File: src/rtl/fml_wb_bridge_pkg.sv
// fml_wb_bridge_pkg: shared FSM state type and FML burst geometry for the Wishbone-to-FML bridge
package fml_wb_bridge_pkg;
  typedef enum logic [2:0] {IDLE, REQ, WDATA, RDATA, ACK} state_t;
  localparam int FML_BURST_LEN = 4;
  localparam int FML_LINE_BYTES = 16;
  localparam int FML_LINE_LSB = $clog2(FML_LINE_BYTES);
endpackage

File: src/rtl/fml_wb_linebuf.sv
// fml_wb_linebuf: 4x32 line buffer with beat write, byte-masked word update and word read mux;
// FML_WB_BRIDGE_CACHE_EN adds a one-line tag/valid so reads of the held line can skip FML.
module fml_wb_linebuf
  import fml_wb_bridge_pkg::*;
#(
  parameter int TW = 21
) (
  input  logic          sys_clk,
  input  logic          sys_rst_n,
  input  logic          wr_en,
  input  logic [1:0]    wr_idx,
  input  logic [31:0]   wr_dat,
  input  logic          fill_done,
  input  logic          upd_en,
  input  logic [1:0]    upd_idx,
  input  logic [3:0]    upd_sel,
  input  logic [31:0]   upd_dat,
  input  logic [TW-1:0] line,
  input  logic [1:0]    rd_idx,
  output logic [31:0]   rd_dat,
  output logic          hit
);
  logic [31:0] mem [FML_BURST_LEN];
  always_ff @(posedge sys_clk)
    if (wr_en) mem[wr_idx] <= wr_dat;
    else if (upd_en && hit)
      for (int b = 0; b < 4; b++)
        if (upd_sel[b]) mem[upd_idx][8*b +: 8] <= upd_dat[8*b +: 8];
  assign rd_dat = mem[rd_idx];
`ifdef FML_WB_BRIDGE_CACHE_EN
  logic [TW-1:0] tag;
  logic          valid;
  always_ff @(posedge sys_clk or negedge sys_rst_n)
    if (!sys_rst_n) begin
      valid <= 1'b0;
      tag   <= '0;
    end else if (fill_done) begin
      valid <= 1'b1;
      tag   <= line;
    end
  assign hit = valid && tag == line;
`else
  logic unused_tag;
  assign unused_tag = ^{fill_done, line, sys_rst_n};
  assign hit = 1'b0;
`endif
endmodule

File: src/rtl/fml_wb_bridge.sv
// fml_wb_bridge: Wishbone classic slave turning each access into one 4-beat FML burst;
// FML_WB_BRIDGE_CACHE_EN enables a one-line read cache in the line buffer.
module fml_wb_bridge
  import fml_wb_bridge_pkg::*;
#(
  parameter int sdram_depth = 25
) (
  input  logic                   sys_clk,
  input  logic                   sys_rst_n,
  input  logic [31:0]            wb_adr_i,
  input  logic [31:0]            wb_dat_i,
  output logic [31:0]            wb_dat_o,
  input  logic [3:0]             wb_sel_i,
  input  logic                   wb_cyc_i,
  input  logic                   wb_stb_i,
  input  logic                   wb_we_i,
  output logic                   wb_ack_o,
  output logic [sdram_depth-1:0] fml_adr,
  output logic                   fml_stb,
  output logic                   fml_we,
  input  logic                   fml_eack,
  input  logic                   fml_ack,
  output logic [3:0]             fml_sel,
  output logic [31:0]            fml_do,
  input  logic [31:0]            fml_di
);
  localparam int TW = sdram_depth - FML_LINE_LSB;
  localparam logic [1:0] LAST = 2'(FML_BURST_LEN - 1);
  state_t state, state_nxt;
  logic [1:0]    cnt, word_q;
  logic [TW-1:0] line_q;
  logic [31:0]   dat_q, buf_dat;
  logic [3:0]    sel_q;
  logic          we_q, hit, cap, unused_adr;
  assign unused_adr = ^{wb_adr_i[31:sdram_depth], wb_adr_i[1:0]};
  // a read beat is captured from the first fml_ack onward, whatever fml_ack does later
  assign cap = state == RDATA && (cnt != 2'd0 || fml_ack);
  always_ff @(posedge sys_clk or negedge sys_rst_n)
    if (!sys_rst_n) begin
      state  <= IDLE;
      cnt    <= 2'd0;
      line_q <= '0;
      word_q <= 2'd0;
      dat_q  <= 32'h0;
      sel_q  <= 4'h0;
      we_q   <= 1'b0;
    end else begin
      state <= state_nxt;
      cnt   <= (state == WDATA || cap) ? cnt + 2'd1 : 2'd0;
      if (state == IDLE && wb_cyc_i && wb_stb_i) begin
        line_q <= wb_adr_i[sdram_depth-1:FML_LINE_LSB];
        word_q <= wb_adr_i[3:2];
        sel_q  <= wb_sel_i;
        we_q   <= wb_we_i;
        if (wb_we_i) dat_q <= wb_dat_i;
      end
    end
  // a cached read is resolved in REQ against the latched line, with fml_stb held low
  always_comb begin
    state_nxt = state;
    case (state)
      IDLE:    state_nxt = wb_cyc_i && wb_stb_i ? REQ : IDLE;
      REQ:     state_nxt = hit && !we_q ? ACK : fml_eack ? (we_q ? WDATA : RDATA) : REQ;
      WDATA:   state_nxt = cnt == LAST ? ACK : WDATA;
      RDATA:   state_nxt = cap && cnt == LAST ? ACK : RDATA;
      default: state_nxt = IDLE;
    endcase
  end
  always_comb begin
    fml_stb  = state == REQ && !(hit && !we_q);
    fml_sel  = state == WDATA && cnt == word_q ? sel_q : 4'b0000;
    wb_ack_o = state == ACK && wb_cyc_i;
    wb_dat_o = state == ACK && !we_q ? buf_dat : 32'h0;
  end
  assign fml_adr = {line_q, {FML_LINE_LSB{1'b0}}};
  assign fml_we  = we_q;
  assign fml_do  = dat_q;
  fml_wb_linebuf #(.TW(TW)) u_linebuf (
    .sys_clk   (sys_clk),
    .sys_rst_n (sys_rst_n),
    .wr_en     (cap),
    .wr_idx    (cnt),
    .wr_dat    (fml_di),
    .fill_done (cap && cnt == LAST),
    .upd_en    (state == ACK && we_q),
    .upd_idx   (word_q),
    .upd_sel   (sel_q),
    .upd_dat   (dat_q),
    .line      (line_q),
    .rd_idx    (word_q),
    .rd_dat    (buf_dat),
    .hit       (hit)
  );
endmodule

File: config.mk
export PLATFORM = sky130hd
export DESIGN_NAME = fml_wb_bridge
export DESIGN_NICKNAME = d
export VERILOG_FILES = /design/src/rtl/fml_wb_bridge_pkg.sv /design/src/rtl/fml_wb_linebuf.sv /design/src/rtl/fml_wb_bridge.sv
export SDC_FILE = /design/constraint.sdc
export NUM_CORES = 1
export LEC_CHECK = 0
export ABC_AREA = 1
export CAP_MARGIN = 20
export CORE_ASPECT_RATIO = 0.8
export CORE_MARGIN = 4
export CORE_UTILIZATION = 28
export CTS_CLUSTER_DIAMETER = 120
export DETAILED_ROUTE_END_ITERATION = 16
export PLACE_DENSITY = 0.5
export SLEW_MARGIN = 10
export SYNTH_ARGS = -nofsm -noshare
export SYNTH_HDL_FRONTEND = slang
export SYNTH_HIERARCHICAL = 1
export SYNTH_SLANG_ARGS = --single-unit
export TNS_END_PERCENT = 1
File: constraint.sdc
create_clock -name sys_clk -period 3.5 [get_ports sys_clk]
set_input_delay 0.875 -clock sys_clk [delete_from_list [all_inputs] [get_ports sys_clk]]
set_output_delay 0.875 -clock sys_clk [all_outputs]
set_load 0.005 [all_outputs]
==> key figures <==
Floorplan
  • Die Area: 0.0332 mm2
  • FP Rows: 56
  • Initial core utilization: 0.287
  • Die Y-Extent: 164 um
  • Core area: 0.0296 mm2
  • Die X: 203 um
  • Total I/O pin count: 203

Setup path
  • Critical path class: flip-flop to primary output
  • CP endpoint kind: primary output
  • FF-to-FF End: u_linebuf/mem[2][13]$_DFFE_PP_
  • CP required: 2.62 ns
  • CP arrival: 2.38 ns
  • Crit Path Max Fanout: 8
  • FF-to-FF path depth: 8
  • Largest stage delay, worst path: 0.55 ns
  • Register-to-register setup slack: 1.40 ns
  • Reg2reg start: cnt[0]$_DFF_PN0_
  • Sequence of cells on the critical path: nor3_1 -> nand3_1 -> nor2_1 -> clkdlybuf4s50_1
  • Startpoint Class: flip-flop
  • Worst path slowest cell: clkdlybuf4s50_1

Clock network
  • Clock buffer depth: 2
  • Post-CTS Hold Buffers: 0
  • CTS Buf Count: 17
  • H-Tree Depth: 4
  • CTS tree: built
  • Clock sink count: 193
  • Skew-Pair Late Insertion Delay: 0.44 ns
  • Post-CTS setup buffers: 0
  • Clk pin slew, worst setup/hold paths: 0.07 ns
  • Post-CTS sizing: 0
  • CTS Root Cell: clkbuf_16

Hold path
  • Hold path start: fml_do[24]$_DFFE_PN0P_
  • Worst Hold Class: flip-flop to flip-flop
  • Worst hold endpoint: fml_do[24]$_DFFE_PN0P_
  • Hold Path Stages: 2

Power
  • P per Cell Area: 669 mW/mm2
  • Logic gate share of total power: 0.341
  • Internal: 5.04 mW
  • Static leakage: 5.23 nW
  • Peak supply drop: 366 uV
  • P_sw: 2.58 mW
  • Clock power frac: 0.251
  • Sw Share: 0.339
  • Seq pwr share: 0.408

STA
  • Max-slew violations: 0
  • Final setup fails: 0
  • Worst-Margin Slew: 0.748 ns
  • Slew HR: 0.501
  • Final Hold Vio Count: 0
  • Post-route clock period utilization: 0.931
  • Post-layout min period: 3.26 ns
  • Max Fclk: 307 MHz
  • Unrepaired setup endpoints after global routing: no
  • Clock Skew: 0.00995 ns

Detailed routing
  • Routed vias: 6118
  • DR top layer: met5
  • Avg WL per Cell: 14.5 um
  • Initial drt markers: 167
  • Remaining DRCs: 0
  • Met2 wire len: 9.70 mm
  • Post-Route M1 WL: 9.57 mm
  • Vias per inst: 4.04
  • Routed WL: 21.9 mm
  • DR pass1 iterations: 4
  • Routed wl met3: 2.29 mm
  • Post-route antenna net violation count: 0

GRT
  • First-pass GRT wire length: 34.2 mm
  • GRT Util Overall: 0.134
  • Pin count of the biggest net entering global routing: 55
  • Initial antenna violation count: 1
  • GR Overflow Total: 0
  • Vias in the first global route: 6224

Cells and area
  • Final Util: 0.385
  • Post-route cell area: 0.0114 mm2
  • # diodes: 0
  • Final cell count without fillers: 1513
  • Layout area overhead: 34.0%
  • Final nets: 1204
  • Share of cells above drive strength 1: 0.0596

Place
  • Placed cell count: 1482
  • Area of placed instances: 0.0108 mm2
  • PortBufs: 189
  • Routability cong.: 0.764
  • Post-DP HPWL: 14.3 mm

Job
  • Max-cap violations: 0

Logic synthesis
  • Post-Syn Area per Cell: 9.36 um2
  • Syn Inst Count: 907
  • Ys Warns: 6
  • Mapped Area: 0.00849 mm2

Run status
  • Status: complete, no violations
## layout make-up
class	count	area (um2)
fill	2991	18200
sequential	193	5470
timing repair buffer	211	2080
multi-input combinational	483	2030
inverter	189	709
tap	406	508
clock buffer	17	425
clock inverter	14	154
## worst max path at each step
stage / startpoint / to / cells after the start
2_1_floorplan: fml_ack / u_linebuf/mem[1][0]$_DFFE_PP_ / 6
3_3_place_gp: wb_cyc_i / wb_ack_o / 4
3_5_place_dp: wb_cyc_i / wb_ack_o / 4
4_1_cts: word_q[1]$_DFFE_PN0P_ / wb_dat_o[28] / 7
5_1_grt: word_q[1]$_DFFE_PN0P_ / wb_dat_o[22] / 7
6_report: state[2]$_DFF_PN0_ / fml_sel[2] / 4
## worst max-delay path, delay by kind of cell (launching register included)
family	cells	cell delay, ns
and+or+nand+nor	3	0.91
buffers and inverters	1	0.55
DFF	1	0.48
## per-stage QoR
stage	hold WS, ns	worst slack (ns)	total power [mW]	TNS, ns
2_1_floorplan	0.465	-0.308	4.56	-39.39
4_1_cts	0.477	0.147	7.77	0
3_3_place_gp	0.452	0.545	5.80	0
5_1_grt	0.500	0.0133	8.23	0
6_report	0.472	0.241	7.61	0
3_5_place_dp	0.458	0.565	5.80	0
## per-layer routing
metal,vias to the layer above,global-route usage
li1,3134,-
met1,2795,0.163
met2,168,0.211
met3,19,0.0719
met4,2,0.0361
met5,-,0
## cell usage in the layout, fill, tap and decap left out, drive strengths merged
cell           count
nand3            103
clkinvlp           3
edfxtp           128
buf               23
nor4               1
nand2            310
clkdlybuf4s50    188
clkinv             6
o21ai              9
dfrtp             65
clkbuf            17
nor2              46
bufinv             1
ha                 2
nand4              1
nor3               6
inv              193
conb               5
## state kept, by name (all words and copies together), names as in the netlist
name and cells:
cnt 2, fml_do 32, fml_we 1, line_q 21, sel_q 4, state 3
u_linebuf/mem 128, word_q 2
## power groups by stage
stage	registers (mW)	clock network [mW]	logic, mW
6_report	3.11	1.91	2.59
3_3_place_gp	3.15	0	2.65
5_1_grt	3.18	2.09	2.96
2_1_floorplan	3.14	0	1.42
4_1_cts	3.12	1.99	2.67
3_5_place_dp	3.15	0	2.65
Note: power is estimated with default switching activity, not from simulation.
